===== config.mk =====
export PLATFORM = sky130hd
export DESIGN_NAME = ex_alu_stage_flat
export DESIGN_NICKNAME = d
export VERILOG_FILES = /design/src/rtl/alu_pkg.sv /design/src/rtl/ex_alu_stage_if.sv /design/src/rtl/ex_muldiv_iter.sv /design/src/rtl/ex_alu_stage.sv /design/src/flat_wrapper.sv
export SDC_FILE = /design/constraint.sdc
export NUM_CORES = 1
export LEC_CHECK = 0
export CAP_MARGIN = 20
export CORE_ASPECT_RATIO = 0.9
export CORE_MARGIN = 4
export CORE_UTILIZATION = 60
export DETAILED_ROUTE_END_ITERATION = 16
export PLACE_DENSITY = 0.89
export SYNTH_ARGS = -nofsm -noshare
export SYNTH_HDL_FRONTEND = slang
export SYNTH_SLANG_ARGS = --single-unit

===== constraint.sdc =====
create_clock -name clk -period 1.2 [get_ports clk]
set_input_delay 0.24 -clock clk [delete_from_list [all_inputs] [get_ports clk]]
set_output_delay 0.24 -clock clk [all_outputs]
set_load 0.005 [all_outputs]

===== src/rtl/alu_pkg.sv =====
// Opcode map, FSM state type and mul/div classification shared by the EX-stage ALU.
package alu_pkg;

    localparam logic [4:0] ALU_ADD    = 5'd0;
    localparam logic [4:0] ALU_SUB    = 5'd1;
    localparam logic [4:0] ALU_SLL    = 5'd2;
    localparam logic [4:0] ALU_SLT    = 5'd3;
    localparam logic [4:0] ALU_SLTU   = 5'd4;
    localparam logic [4:0] ALU_XOR    = 5'd5;
    localparam logic [4:0] ALU_SRL    = 5'd6;
    localparam logic [4:0] ALU_SRA    = 5'd7;
    localparam logic [4:0] ALU_OR     = 5'd8;
    localparam logic [4:0] ALU_AND    = 5'd9;
    localparam logic [4:0] ALU_PASSB  = 5'd10;
    localparam logic [4:0] ALU_MUL    = 5'd16;
    localparam logic [4:0] ALU_MULH   = 5'd17;
    localparam logic [4:0] ALU_MULHSU = 5'd18;
    localparam logic [4:0] ALU_MULHU  = 5'd19;
    localparam logic [4:0] ALU_DIV    = 5'd20;
    localparam logic [4:0] ALU_DIVU   = 5'd21;
    localparam logic [4:0] ALU_REM    = 5'd22;
    localparam logic [4:0] ALU_REMU   = 5'd23;

    typedef enum logic [1:0] {
        IDLE,
        BUSY,
        DONE
    } state_t;

    // Codes 16..23 form the M-extension block.
    function automatic logic is_muldiv(input logic [4:0] code);
        return code[4:3] == 2'b10;
    endfunction

endpackage


===== src/rtl/ex_alu_stage_if.sv =====
// ID/EX-to-EX/MEM ALU bundle; master drives operands, slave is the ALU stage.
interface ex_alu_stage_if #(parameter int XLEN = 32);

    logic            in_valid_i;
    logic [4:0]      alu_ctrl_i;
    logic            alu_op2_sel_i;
    logic [XLEN-1:0] op1_i;
    logic [XLEN-1:0] op2_i;
    logic [XLEN-1:0] sz_alu_i;
    logic            flush_i;
    logic [XLEN-1:0] result_o;
    logic            zero_o;
    logic            out_valid_o;
    logic            stall_o;

    modport master (
        output in_valid_i, alu_ctrl_i, alu_op2_sel_i, op1_i, op2_i, sz_alu_i, flush_i,
        input  result_o, zero_o, out_valid_o, stall_o
    );

    modport slave (
        input  in_valid_i, alu_ctrl_i, alu_op2_sel_i, op1_i, op2_i, sz_alu_i, flush_i,
        output result_o, zero_o, out_valid_o, stall_o
    );

endinterface


===== src/rtl/ex_muldiv_iter.sv =====
// Radix-2 iterative multiply/divide engine on operand magnitudes, sign-corrected on output.
// Used by ex_alu_stage only when EX_MULDIV_EN is defined.
module ex_muldiv_iter #(
    parameter int XLEN = 32
) (
    input  logic            clk,
    input  logic            rst_n,
    input  logic            start,
    input  logic            kill,
    input  logic            step,
    input  logic [2:0]      op,
    input  logic [XLEN-1:0] a,
    input  logic [XLEN-1:0] b,
    output logic            last,
    output logic [XLEN-1:0] result
);

    localparam int CW = $clog2(XLEN);

    logic [2*XLEN-1:0] acc;
    logic [XLEN-1:0]   opb_mag;
    logic [CW-1:0]     cnt;
    logic              is_div, is_hi, is_rem, neg, div0;

    logic              sgn_a, sgn_b;
    logic [XLEN-1:0]   mag_a, mag_b;
    logic [XLEN:0]     mul_sum, div_part;
    logic [XLEN-1:0]   div_diff, div_rem;
    logic              div_ge;
    logic [2*XLEN-1:0] mul_next, div_next, prod;

    // op[2] selects divide; for divide op[0]=unsigned, for multiply op[1:0] picks the signedness pair.
    always_comb begin
        if (op[2]) begin
            sgn_a = !op[0] && a[XLEN-1];
            sgn_b = !op[0] && b[XLEN-1];
        end else begin
            sgn_a = (op[1:0] == 2'b01 || op[1:0] == 2'b10) && a[XLEN-1];
            sgn_b = (op[1:0] == 2'b01) && b[XLEN-1];
        end
        mag_a = sgn_a ? -a : a;
        mag_b = sgn_b ? -b : b;
    end

    // Multiplier occupies acc low half and is consumed LSB first; the dividend shifts out MSB first.
    always_comb begin
        mul_sum  = {1'b0, acc[2*XLEN-1:XLEN]} + (acc[0] ? {1'b0, opb_mag} : '0);
        mul_next = {mul_sum, acc[XLEN-1:1]};
        div_part = acc[2*XLEN-1:XLEN-1];
        div_ge   = div_part >= {1'b0, opb_mag};
        div_diff = div_part[XLEN-1:0] - opb_mag;
        div_rem  = div_ge ? div_diff : div_part[XLEN-1:0];
        div_next = {div_rem, acc[XLEN-2:0], div_ge};
    end

    always_ff @(posedge clk or negedge rst_n) begin
        if (!rst_n) begin
            acc     <= '0;
            opb_mag <= '0;
            cnt     <= '0;
            is_div  <= 1'b0;
            is_hi   <= 1'b0;
            is_rem  <= 1'b0;
            neg     <= 1'b0;
            div0    <= 1'b0;
        end else if (kill) begin
            cnt <= '0;
        end else if (start) begin
            acc     <= {{XLEN{1'b0}}, mag_a};
            opb_mag <= mag_b;
            cnt     <= '0;
            is_div  <= op[2];
            is_hi   <= op[1:0] != 2'b00;
            is_rem  <= op[1];
            neg     <= (op[2] && op[1]) ? sgn_a : (sgn_a ^ sgn_b);
            div0    <= b == '0;
        end else if (step) begin
            cnt <= cnt + 1'b1;
            acc <= is_div ? div_next : mul_next;
        end
    end

    assign last = cnt == CW'(XLEN - 1);
    assign prod = neg ? -acc : acc;

    always_comb begin
        result = '0;
        if (!is_div) begin
            result = is_hi ? prod[2*XLEN-1:XLEN] : prod[XLEN-1:0];
        end else if (is_rem) begin
            result = neg ? -acc[2*XLEN-1:XLEN] : acc[2*XLEN-1:XLEN];
        end else if (div0) begin
            result = '1;
        end else begin
            result = neg ? -acc[XLEN-1:0] : acc[XLEN-1:0];
        end
    end

endmodule


===== src/rtl/ex_alu_stage.sv =====
// Execute-stage ALU: operand-B mux, single-cycle ALU, control FSM and EX/MEM output registers.
// Define EX_MULDIV_EN to add the iterative M-extension engine and its stall path.
module ex_alu_stage
    import alu_pkg::*;
#(
    parameter int XLEN = 32
) (
    input  logic          clk,
    input  logic          rst_n,
    ex_alu_stage_if.slave bus
);

    logic [XLEN-1:0] opb, alu_res, md_result;
    logic            md_op, md_last, accept_sc, accept_md;
    state_t          state, state_next;

    assign opb = bus.alu_op2_sel_i ? bus.sz_alu_i : bus.op2_i;

    always_comb begin
        alu_res = '0;
        case (bus.alu_ctrl_i)
            ALU_ADD:   alu_res = bus.op1_i + opb;
            ALU_SUB:   alu_res = bus.op1_i - opb;
            ALU_SLL:   alu_res = bus.op1_i << opb[4:0];
            ALU_SRL:   alu_res = bus.op1_i >> opb[4:0];
            ALU_SRA:   alu_res = $unsigned($signed(bus.op1_i) >>> opb[4:0]);
            ALU_SLT:   alu_res = {{(XLEN-1){1'b0}}, $signed(bus.op1_i) < $signed(opb)};
            ALU_SLTU:  alu_res = {{(XLEN-1){1'b0}}, bus.op1_i < opb};
            ALU_XOR:   alu_res = bus.op1_i ^ opb;
            ALU_OR:    alu_res = bus.op1_i | opb;
            ALU_AND:   alu_res = bus.op1_i & opb;
            ALU_PASSB: alu_res = opb;
            default:   alu_res = '0;
        endcase
    end

`ifdef EX_MULDIV_EN
    assign md_op       = is_muldiv(bus.alu_ctrl_i);
    assign bus.stall_o = ((state == IDLE) && bus.in_valid_i && md_op) || (state == BUSY);

    ex_muldiv_iter #(.XLEN(XLEN)) u_muldiv (
        .clk    (clk),
        .rst_n  (rst_n),
        .start  (accept_md),
        .kill   (bus.flush_i),
        .step   (state == BUSY),
        .op     (bus.alu_ctrl_i[2:0]),
        .a      (bus.op1_i),
        .b      (opb),
        .last   (md_last),
        .result (md_result)
    );
`else
    assign md_op       = 1'b0;
    assign md_last     = 1'b0;
    assign md_result   = '0;
    assign bus.stall_o = 1'b0;
`endif

    assign accept_sc = (state == IDLE) && bus.in_valid_i && !bus.flush_i && !md_op;
    assign accept_md = (state == IDLE) && bus.in_valid_i && !bus.flush_i && md_op;

    always_ff @(posedge clk or negedge rst_n) begin
        if (!rst_n) state <= IDLE;
        else        state <= state_next;
    end

    always_comb begin
        state_next = state;
        if (bus.flush_i) begin
            state_next = IDLE;
        end else begin
            case (state)
                IDLE:    if (accept_md) state_next = BUSY;
                BUSY:    if (md_last) state_next = DONE;
                DONE:    state_next = IDLE;
                default: state_next = IDLE;
            endcase
        end
    end

    // Inputs seen while in DONE belong to the completing instruction and are not re-accepted.
    always_ff @(posedge clk or negedge rst_n) begin
        if (!rst_n) begin
            bus.result_o    <= '0;
            bus.zero_o      <= 1'b0;
            bus.out_valid_o <= 1'b0;
        end else if (bus.flush_i) begin
            bus.out_valid_o <= 1'b0;
        end else if (accept_sc) begin
            bus.result_o    <= alu_res;
            bus.zero_o      <= alu_res == '0;
            bus.out_valid_o <= 1'b1;
        end else if (state == DONE) begin
            bus.result_o    <= md_result;
            bus.zero_o      <= md_result == '0;
            bus.out_valid_o <= 1'b1;
        end else begin
            bus.out_valid_o <= 1'b0;
        end
    end

endmodule

===== src/flat_wrapper.sv =====
// flat-port wrapper written by rule: the top's interface ports become plain ports
module ex_alu_stage_flat import alu_pkg::*;
#(
    parameter int XLEN = 32
)
  (clk, rst_n, bus_in_valid_i, bus_alu_ctrl_i, bus_alu_op2_sel_i, bus_op1_i, bus_op2_i, bus_sz_alu_i, bus_flush_i, bus_result_o, bus_zero_o, bus_out_valid_o, bus_stall_o);
  ex_alu_stage_if #(.XLEN(XLEN)) bus_i ();
  input  logic clk;
  input  logic rst_n;
  input wire logic [$bits(bus_i.in_valid_i)-1:0] bus_in_valid_i;
  input wire logic [$bits(bus_i.alu_ctrl_i)-1:0] bus_alu_ctrl_i;
  input wire logic [$bits(bus_i.alu_op2_sel_i)-1:0] bus_alu_op2_sel_i;
  input wire logic [$bits(bus_i.op1_i)-1:0] bus_op1_i;
  input wire logic [$bits(bus_i.op2_i)-1:0] bus_op2_i;
  input wire logic [$bits(bus_i.sz_alu_i)-1:0] bus_sz_alu_i;
  input wire logic [$bits(bus_i.flush_i)-1:0] bus_flush_i;
  output wire logic [$bits(bus_i.result_o)-1:0] bus_result_o;
  output wire logic [$bits(bus_i.zero_o)-1:0] bus_zero_o;
  output wire logic [$bits(bus_i.out_valid_o)-1:0] bus_out_valid_o;
  output wire logic [$bits(bus_i.stall_o)-1:0] bus_stall_o;
  assign bus_i.in_valid_i = bus_in_valid_i;
  assign bus_i.alu_ctrl_i = bus_alu_ctrl_i;
  assign bus_i.alu_op2_sel_i = bus_alu_op2_sel_i;
  assign bus_i.op1_i = bus_op1_i;
  assign bus_i.op2_i = bus_op2_i;
  assign bus_i.sz_alu_i = bus_sz_alu_i;
  assign bus_i.flush_i = bus_flush_i;
  assign bus_result_o = bus_i.result_o;
  assign bus_zero_o = bus_i.zero_o;
  assign bus_out_valid_o = bus_i.out_valid_o;
  assign bus_stall_o = bus_i.stall_o;
  ex_alu_stage #(.XLEN(XLEN)) u_core (.clk(clk), .rst_n(rst_n), .bus(bus_i));
endmodule

==> results.cfg, run 1 <==
[floorplanning]
fp-row-count = 48
die_width_um = 156
initial_core_util_pct = 61.3
io_pins = 141
die_h_um = 141

[clocking]
cts_buffers = 5
htreeDepth = 2
cts_resized = 326
cts-root-buf = clkbuf_16
cts_num_sinks = 34
cts_setup_buffers = 45
ctsHoldBuffers = 0
cts.path.max_buffers = 2

[synth]
ys_seq_elements = 34
synth_top_area_cell = ha_1
ys_top_cells_by_area = ha_1, mux4_2, dfrtp_1
synth_edf_count = 0
syn_inst = 1599
synth_top_area_share_pct = 11.0
synthTopCellsByCount = nand2_1, nor2_1, a21oi_1
postSynthNetCount = 1811
async_flop_share_pct = 100
synthFlopType = dfrtp_1
synth-seq-area-share_pct = 7.22
syn-cell-area_um2 = 11800
ys_types = 97
ys_warn_count = 0
synthMostInstantiatedCell = nand2_1
synth_area_per_cell_um2 = 7.37

[outcome]
status = stopped before the end
lastStage = clock tree synthesis
firstError = [ERROR DPL-0038] Utilization greater than 100%, impossible to legalize

[placed_design]
io_buffers = 139
dpl_worst_slack_ns = -3.35
place.gp.congestion = 1.49
dpl.hpwl_um = 63500
logic make-up after synthesis:
kind of cell             share of synthesized area, %
adder cells (fa/ha/maj)                          11.4
XOR/XNOR                                        0.595
multiplexers                                     19.0
AND/OR/NAND/NOR                                  21.0
AO/OA/AOI/OAI                                    32.8
buffers and inverters                            7.91
other                                          0.0318
flip-flops                                       7.22
through the flow:
step	utilization (%)	cells	TNS, ns	area [µm²]
floorplan	-	1599	-67.95	12300
global placement	95.3	2530	-78.23	18300
detailed placement	95.3	2530	-88.89	18300
==> run 2: changes to the inputs <==
--- a/config.mk
+++ b/config.mk
@@ -6,11 +6,10 @@
 export NUM_CORES = 1
 export LEC_CHECK = 0
 export CAP_MARGIN = 20
-export CORE_ASPECT_RATIO = 0.9
 export CORE_MARGIN = 4
-export CORE_UTILIZATION = 60
+export CORE_UTILIZATION = 40
 export DETAILED_ROUTE_END_ITERATION = 16
-export PLACE_DENSITY = 0.89
+export PLACE_DENSITY_LB_ADDON = 0.15
 export SYNTH_ARGS = -nofsm -noshare
 export SYNTH_HDL_FRONTEND = slang
 export SYNTH_SLANG_ARGS = --single-unit
==> run 2 against run 1 <==
The flow now finishes, with violations (setup timing). Synthesized cell count is the same. Synthesized area unchanged.
==> results.cfg, run 2 <==
[sta]
setup_ws_ns = -2.54
tightest_slew_ns = 1.04
setup_violations = 33
slew_headroom_pct = 29.9
rsz0062_at_grt = true
maxSlewViolCount = 0
fin_crit_ns = 3.74
hold_viol_final = 0
maxClockFrequency_ghz = 0.267
skew_ns = 0
period_share_pct = 312

[clocking]
cts-root-buf = clkbuf_16
cts_num_sinks = 34
ctsHoldBuffers = 0
clkTransAtPathRegs_ns = 0.06
clk_latency_ns = 0.28
cts.path.max_buffers = 2
cts_tree = done
htreeDepth = 2
cts_buffers = 5

[synth]
ys_seq_elements = 34
ys_types = 97
ys_top_cells_by_area = ha_1, mux4_2, dfrtp_1
syn_inst = 1599
synth_top_area_cell = ha_1
syn-cell-area_um2 = 11800
synthMostInstantiatedCell = nand2_1
synth-seq-area-share_pct = 7.22
synth_edf_count = 0
async_flop_share_pct = 100
ys_warn_count = 0
synthFlopType = dfrtp_1
postSynthNetCount = 1811
synth_top_area_share_pct = 11.0
synth_area_per_cell_um2 = 7.37
synthTopCellsByCount = nand2_1, nor2_1, a21oi_1

[route]
drt_iter0_drc = 2704
final_antenna_net_count = 0
vias = 18600
wl_um = 79200
drc = 0
via_per_inst = 6.63
drtPass1Iterations = 6
routedWlPerCell_um = 28.2

[global_route]
grt_max_degree = 36
antenna_found_initial = 1
grt_usage_pct = 44.9
grt_pass1_wl_um = 112000
busiest_layer = met2
grt.met1_usage_pct = 53.5
grt-ovfl-total = 0
grt_pass1_vias = 18000
use_met2_pct = 69.6
met3_usage_pct = 12.5

[floorplanning]
die_h_um = 180
fp-row-count = 62
io_pins = 141
core_area_um2 = 28900
die_width_um = 180
dieArea_um2 = 32300
initial_core_util_pct = 40.8

[setup_path]
arrival_ns = 3.95
required_ns = 1.41
crit_slowest_cell = or4bb_4
cpPeakStageDelay_ns = 0.49
r2r_cells = 2
r2r_end = u_core.bus.result_o[24]
end_kind = register
crit_start = bus_alu_op2_sel_i
endpoint = u_core.bus.zero_o
cp_cell_sequence = buf_16, mux2i_4, inv_4, ha_4, fa_2, a21oi_4, o211ai_1, buf_4, nand4_1, o221ai_1, o21ai_1, or4bb_4, nor4_2, nand4_1, nor4_2, buf_4, nand4_1, o21ai_1
critical_path.top_delay_family = simple AND/OR/NAND/NOR gates
critical_path_buf_inv_count = 4
critical_path_class = in2reg
cp-start-kind = input pin
path_max_fanout = 6
timing.rr.start = u_core.bus.result_o[24]
crit_path_frequent_cell = nand4_1
timing.reg2reg.setup_slack_ns = 0.39
worstSetupPathDepth = 18

[finish]
layout_common_cells = buf_4, nand2_1, nor2_1
num-fill-cells = 2190
top_regs = u_core.bus.result_o: 32 flops, u_core.bus.out_valid_o: 1 flops, u_core.bus.zero_o: 1 flops
final_common_cell = buf_4
fin_nets = 2631
area_growth_syn_to_layout_pct = 82.4
utilization_pct = 74.5
antenna_cells = 0
layout-drive-gt1-share_pct = 47.2
largest_register = u_core.bus.result_o
final_cells = 2804
largest_reg_flops = 32

[power_and_ir_drop]
leakage_uw = 0.00975
peakVddDrop_mv = 0.559
power_density_nw_per_um2 = 706

[placed_design]
place.gp.congestion = 1.14
dpl.hpwl_um = 61800
io_buffers = 139
dp.cells = 2702

[outcome]
status = finished, violations left
violations = setup timing

[job]
maxCapViolCount = 0

[min_path]
hp-class = in2async
-- run 2: worst min-delay path by stage --
stage	startpoint	end	slack (ns)
floorplan	rst_n	u_core.bus.out_valid_o	-0.06
global placement	u_core.bus.result_o[27]	u_core.bus.result_o[27]	0.45
detailed placement	u_core.bus.result_o[27]	u_core.bus.result_o[27]	0.45
CTS	rst_n	u_core.bus.out_valid_o	0.33
global route	rst_n	u_core.bus.out_valid_o	0.33
finish	rst_n	u_core.bus.result_o[2]	0.32
-- run 2: stage by stage --
stage	power, µW	worst slack (ns)	hold WS [ns]	setup TNS, ns	area, µm²
2_1_floorplan	6050	-2.60	-0.0556	-67.95	12300
3_3_place_gp	11500	-3.22	0.453	-84.29	18800
3_5_place_dp	11600	-3.25	0.455	-85.94	18800
4_1_cts	13800	-2.46	0.325	-61.21	20300
5_1_grt	15700	-2.67	0.333	-66.77	21500
6_report	15200	-2.54	0.318	-64.56	21500
-- run 2: report_power, final --
group | internal [µW] | switching (µW)
Clock | 823 | 496
Sequential | 1340 | 107
Combinational | 5990 | 6420
Total | 8150 | 7030
-- run 2: routing by layer --
metal | routed length, µm | part of all wire, %
met1 | 27500 | 35
met2 | 33300 | 42
met3 | 9930 | 13
met4 | 8440 | 11
met5 | 17 | 0.021
-- run 2: area by class of cell --
type	instances	area [µm²]	share of cell area, %
clock buffers	7	143	0.664
clock inverters	1	5.00	0.0233
inverters	98	394	1.83
multi-input cells	1349	11800	54.9
flip-flops and latches	34	851	3.96
well taps	384	480	2.24
repair buffers	931	7830	36.4
-- run 2: cell families (layout without fill, tap and decap cells) --
family,after synthesis,after routing,synth area share (%)
xor+xnor,8,8,0.595
buf+inv,216,1037,7.91
fa+ha+maj,106,106,11.4
mux,154,154,19.0
simple gates,535,535,21.0
flops,34,34,7.22
compound gates,545,545,32.8
other cells,1,1,0.0318
-- run 2: what timing repair did --
item	4_1_cts	5_1_grt
pin swaps	63	79
buffers inserted	43	56
cloned	2	1
endpoints found under the setup margin	67	43
resized for setup	274	184
-- run 2: worst reg2reg max path, delay by kind of cell (launching register included) --
family	cells	cell delay, ns
compound gates	1	0.17
buf+inv	1	0.14
flops	1	0.39
Note: power is estimated with default switching activity, not from simulation.
